[src/rtl/bbox_scan.sv]
// Serial box loader + raster pixel scanner: W-cycle MSB-first load, 1-cycle bounds check, first pixel after edge W+1.
// Backpressure: PX/PY hold until PVALID&PREADY; one pixel per accepted cycle, DONE pulses after the final handshake.
module bbox_scan #(
   parameter int W = 9
) (
   input  logic         CLK,
   input  logic         RST_N,
   input  logic         LOAD,
   input  logic         XMINI,
   input  logic         XMAXI,
   input  logic         YMINI,
   input  logic         YMAXI,
   input  logic         PREADY,
   output logic [W-1:0] PX,
   output logic [W-1:0] PY,
   output logic         PVALID,
   output logic         LAST,
   output logic         BUSY,
   output logic         DONE,
   output logic         ERR
);

   localparam int CW = $clog2(W + 1);

   typedef enum logic [1:0] {IDLE, SHIFT, CHECK, SCAN} state_t;

   state_t         r_state;
   logic [W-1:0]   r_xmin, r_xmax, r_ymin, r_ymax;
   logic [W-1:0]   r_px, r_py;
   logic [CW-1:0]  r_bitcnt;
   logic           r_pvalid, r_done, r_err;
   logic           w_x_end, w_y_end;

   assign w_x_end = (r_px == r_xmax);
   assign w_y_end = (r_py == r_ymax);

   always_ff @(posedge CLK or negedge RST_N) begin
      if (!RST_N) begin
         r_state  <= IDLE;
         r_xmin   <= '0;
         r_xmax   <= '0;
         r_ymin   <= '0;
         r_ymax   <= '0;
         r_px     <= '0;
         r_py     <= '0;
         r_bitcnt <= '0;
         r_pvalid <= 1'b0;
         r_done   <= 1'b0;
         r_err    <= 1'b0;
      end else begin
         r_done <= 1'b0;
         case (r_state)
            IDLE: begin
               if (LOAD) begin
                  r_xmin   <= {r_xmin[W-2:0], XMINI};
                  r_xmax   <= {r_xmax[W-2:0], XMAXI};
                  r_ymin   <= {r_ymin[W-2:0], YMINI};
                  r_ymax   <= {r_ymax[W-2:0], YMAXI};
                  r_bitcnt <= CW'(1);
                  r_err    <= 1'b0;
                  r_state  <= SHIFT;
               end
            end
            SHIFT: begin
               if (LOAD) begin
                  r_xmin   <= {r_xmin[W-2:0], XMINI};
                  r_xmax   <= {r_xmax[W-2:0], XMAXI};
                  r_ymin   <= {r_ymin[W-2:0], YMINI};
                  r_ymax   <= {r_ymax[W-2:0], YMAXI};
                  r_bitcnt <= r_bitcnt + CW'(1);
                  // this edge shifts the final bit, so the bounds are complete next cycle
                  if (r_bitcnt == CW'(W - 1))
                     r_state <= CHECK;
               end else begin
                  r_state <= IDLE;
               end
            end
            CHECK: begin
               if ((r_xmin > r_xmax) || (r_ymin > r_ymax)) begin
                  r_err   <= 1'b1;
                  r_state <= IDLE;
               end else begin
                  r_px     <= r_xmin;
                  r_py     <= r_ymin;
                  r_pvalid <= 1'b1;
                  r_state  <= SCAN;
               end
            end
            SCAN: begin
               if (PREADY) begin
                  // compare before incrementing so XMAX = 2^W-1 never wraps
                  if (!w_x_end) begin
                     r_px <= r_px + 1'b1;
                  end else if (!w_y_end) begin
                     r_px <= r_xmin;
                     r_py <= r_py + 1'b1;
                  end else begin
                     r_pvalid <= 1'b0;
                     r_done   <= 1'b1;
                     r_state  <= IDLE;
                  end
               end
            end
            default: r_state <= IDLE;
         endcase
      end
   end

   assign PX     = r_px;
   assign PY     = r_py;
   assign PVALID = r_pvalid;
   assign LAST   = r_pvalid & w_x_end & w_y_end;
   assign BUSY   = (r_state != IDLE);
   assign DONE   = r_done;
   assign ERR    = r_err;

endmodule

[config.mk]
export PLATFORM = sky130hd
export DESIGN_NAME = bbox_scan
export DESIGN_NICKNAME = d
export VERILOG_FILES = /design/src/rtl/bbox_scan.sv
export SDC_FILE = /design/constraint.sdc
export NUM_CORES = 1
export LEC_CHECK = 0
export CORE_MARGIN = 10
export CORE_UTILIZATION = 30
export CTS_CLUSTER_SIZE = 8
export DETAILED_ROUTE_END_ITERATION = 12
export GPL_TIMING_DRIVEN = 0
export SYNTH_ARGS = -nofsm -noshare
export SYNTH_HDL_FRONTEND = slang
export SYNTH_SLANG_ARGS = --single-unit
[constraint.sdc]
create_clock -name CLK -period 4.4 [get_ports CLK]
set_input_delay 0.66 -clock CLK [delete_from_list [all_inputs] [get_ports CLK]]
set_output_delay 0.66 -clock CLK [all_outputs]
set_load 0.1 [all_outputs]
**Word level (Yosys, flattened, before mapping)**

Cells that the tools add are included.

- Memories: 0
- Word-level logic and storage cells: 81
- Latch bits: 0
- ROM bits: 0
- Bits in writable memories: 0
- Bits in registers: 63

- Bitwise operators: 2
- Multipliers: 0
- Div/mod/pow operators: 0
- Order comparisons: 2
- Add/sub/neg operators: 3
- Shifts and indexed selects: 0
- Reductions and logical operators: 14
- Multiplexer cells: 33
- Equality and inequality tests: 16

Operators with widths:

| cell | number |
|---|---|
| $mux W9 | 8 |
| $pmux W9 S2 | 2 |
| $add A9 B1 Y9 const B | 2 |
| $eq A9 B9 Y1 | 2 |
| $gt A9 B9 Y1 | 2 |
| $ne A2 B2 Y1 const B | 8 |
| $reduce_and A5 Y1 | 3 |
| $mux W2 | 7 |
| $mux W1 | 10 |
| $mux W4 | 2 |
| $pmux W2 S4 | 1 |
| $pmux W4 S2 | 1 |
| $reduce_bool A2 Y1 | 4 |
| $ne A3 B3 Y1 const B | 2 |
| $reduce_and A3 Y1 | 2 |
| $add A4 B1 Y4 const B | 1 |
| $eq A2 B2 Y1 const B | 2 |
| $eq A4 B4 Y1 const B | 1 |
| $pmux W1 S2 | 2 |
| $reduce_and A4 Y1 | 1 |
| $and A1 B1 Y1 | 2 |
| $eq A2 B1 Y1 const B | 1 |
| $logic_not A2 Y1 | 1 |
| $reduce_and A2 Y1 | 1 |
| 2 further kinds | 2 |

**Longest topological paths before layout**

- Word-level depth: 5
- Depth in mapped cells: 9

**Least setup slack after synthesis**

Ideal clock, no wire load.

- Path type: register to output
- From: register r_py[2] (netlist: PY[2])
- To: output LAST
- Cell stages (with the launch flop): 6
- Setup slack: -0.119 ns
- Buffers on the path: 1
- Required time: 3.740 ns
- Arrival time: 3.859 ns
- Cell sequence: dfrtp_1 > buf_2 > xor2_1 > nor4_2 > nand4_2 > nor3_1

- Longest elaborated chain between the ends: 2

Ends and longest elaborated chain:

| what | line | text |
|---|---|---|
| from (decl) | 29 | `logic [W-1:0] r_px, r_py;` |
| from (signal assigned) | 84 | `r_py <= r_ymin;` |
| from (signal assigned) | 96 | `r_py <= r_py + 1'b1;` |
| $eq A9 B9 Y1 | 35 | `assign w_y_end = (r_py == r_ymax);` |
| $and A1 B1 Y1 | 112 | `assign LAST = r_pvalid & w_x_end & w_y_end;` |
| to (decl) | 17 | `output logic LAST,` |

No other way between the ends.

**Worst setup path after layout**

- From: register r_py[0] (netlist: PY[0])
- To: output LAST

The elaborated chain is that of the path after synthesis.

==> out/results.ini <==
[status]
status = completed

[setup_path]
r2r.worst_path.cells = 8
crit_required_ns = 3.74
r2r_setup_slack_ns = 1.87
cp-end-kind = output pin
start_kind = flip-flop
rr_startpoint = r_xmax[2]$_DFFE_PN0P_
crit_type = reg2out
critPathMaxFanout = 9
r2r_end = PY[1]$_DFFE_PN0P_
arrival_ns = 3.17

[yosys]
synth_area_leader_cell = dfrtp_1
ys_seq_area_frac = 0.431
synth_top_area_share = 0.431
synthTopCellsByArea = dfrtp_1, nand2_1, ha_1
synth-edff-count = 0
synth_async_sr_flop_share = 1.00
synthFlopType = dfrtp_1
synth_cell_type_count = 51
yosys_warnings = 0
avgSynthCellArea_sq_um = 8.97
syn_area_sq_mm = 0.00366
syn_nets = 438
ys_seq_elements = 63
syn_inst = 408

[floorplan]
die_area_sq_mm = 0.0170
rows = 40
io_pins = 31
die_w_um = 130
initial_core_util = 0.306
core_sq_mm = 0.0120
fp.dieH_um = 130

[power]
p_comb_frac = 0.450
power_frac_seq = 0.324
swShare = 0.451
leakagePower_uw = 0.00190
ir_worst_vdd_uv = 195
p_switching_uw = 1270
internal_power_uw = 1550
p_clk_frac = 0.227
p_per_area_mw_per_mm2 = 638

[sta]
grt_setup_unrepaired = no
finClkSkew_ns = 0.00802
maxSlewHeadroom = 0.325
worstMarginPinSlew_ns = 1.01
drv_slew = 0
tns_ns = 0
min_period_over_period = 0.871
worst_slack_ns = 0.568
hold_violations = 0
setup_violations = 0
clock.fmax_ghz = 0.261
finalCriticalPeriod_ns = 3.83
hold_ws_ns = 0.408

[cts]
postCtsSetupBuffers = 0
clk_latency_ns = 0.33
clkTransAtPathRegs_ns = 0.05
clock_path_buffers = 2
ctsHoldBuffers = 0
post_cts_resized = 0
htree_levels = 3
clock-sinks = 63
root_buffer = clkbuf_16
cts_tree = yes
cts_made_buffers = 9

[final_layout]
drive_gt1_frac = 0.0686
n_fill_cell = 1185
antennaDiodeCount = 0
instances_no_fill = 599
fin_util = 0.369
final_common_cell = nand2_1
final_cell_mix = nand2_1, dfrtp_1, o21ai_0
syn_to_final_growth_pct = 20.5
nets = 479

[route]
drtIter0Drc = 220
postRouteWirelength_um = 9960
via_count = 3112
wl_per_cell_um = 16.6
drc_errors = 0
vias_per_cell = 5.20
drt_first_pass_iters = 6
postRouteAntennaNets = 0

[min_path]
min_path_type = in2async

[placement]
port-buffer-count = 30
placed_cells = 585
gp_congestion = 0.865
pre_cts_slack_ns = 0.909
dp_hpwl_um = 7260

[global_route]
grt_usage = 0.122
grt_start_max_net_pins = 64
antenna_found_initial = 0
grt_pass1_wl_um = 16400
grt_pass1_vias = 3101
grt-ovfl-total = 0

[flow_run]
cap_violations = 0

-- final cells by class --
class,instances,area (sq um),area share
buffer,16,72.6,0.0164
multi-input combinational,298,1900,0.431
sequential,63,1580,0.357
clock buffer,13,260,0.0590
inverter,31,116,0.0264
tap,147,184,0.0417
timing repair buffer,30,298,0.0675
clock inverter,1,5.00,0.00113
-- flip-flops by register name (all words and copies together), names as in the netlist --
name	cells
r_ymin	9
r_ymax	9
PY	9
ERR	1
r_xmin	9
PX	9
r_bitcnt	4
r_state	2
r_xmax	9
PVALID	1
DONE	1
-- cells in the mapped netlist, types with 2 or more instances --
library cell	number
buf_2	4
nor3b_1	4
xnor2_1	11
and2_1	2
nand3_1	16
nand4_1	7
o311ai_0	2
a21o_1	2
a2bb2oi_1	5
and3_1	6
and4_1	2
a2111oi_4	2
nand2_1	84
o21bai_1	5
a32oi_1	2
o21ai_1	7
clkbuf_1	10
mux2i_1	2
a22o_1	3
a211oi_1	2
o21ai_0	39
ha_1	22
xor2_1	7
inv_1	29
nor2_1	6
o22ai_1	9
a21oi_1	17
nor3_1	11
dfrtp_1	63
or3_1	3
o221ai_2	2
nor2b_1	3
-- per-stage QoR --
step                total power, uW  area (sq um)
floorplan                      1850          3660
detailed placement             2180          4150
finish                         2810          4410
global placement               2150          4150
global route                   2990          4410
CTS                            2830          4410
-- metal layers --
metal / up-vias / share of wire / GRT usage
met5: - / 0 / 0
met1: 1501 / 0.48 / 0.161
met4: 0 / 0.016 / 0.0464
met3: 13 / 0.043 / 0.0234
met2: 78 / 0.46 / 0.195
li1: 1520 / - / -
-- kinds of logic after synthesis --
group	after synthesis	share of synthesized area
flip-flops	63	0.431
buffers and inverters	47	0.0516
multiplexers	3	0.00855
AND/OR/NAND/NOR	150	0.195
XOR/XNOR	18	0.0431
AO/OA/AOI/OAI	105	0.196
adder cells (fa/ha/maj)	22	0.0752
-- worst max-delay path, cell delays in order, from the launching register on --
cell,delay [ns]
dfrtp_1,0.50
xor2_1,0.22
nor4_2,0.36
nand4_2,0.28
nor3_2,0.28
clkdlybuf4s50_1,1.20
-- power by group through the flow --
stage	combinational [uW]	clock, uW	sequential [uW]
2_1_floorplan	612	0	1240
3_3_place_gp	1240	0	916
3_5_place_dp	1260	0	919
4_1_cts	1270	650	911
5_1_grt	1370	677	937
6_report	1270	638	911
-- how the worst max path moves through the flow --
stage	slack (ns)	to	from	depth (start not counted)
floorplan	0.74	LAST	PY[2]$_DFFE_PN0P_	5
global placement	0.53	PX[6]$_DFFE_PN0P_	RST_N	1
detailed placement	0.91	LAST	PY[0]$_DFFE_PN0P_	5
CTS	0.56	LAST	PY[0]$_DFFE_PN0P_	5
global route	0.44	LAST	PY[0]$_DFFE_PN0P_	5
finish	0.57	LAST	PY[0]$_DFFE_PN0P_	5
No activity file was read; power rests on OpenSTA's default activity.
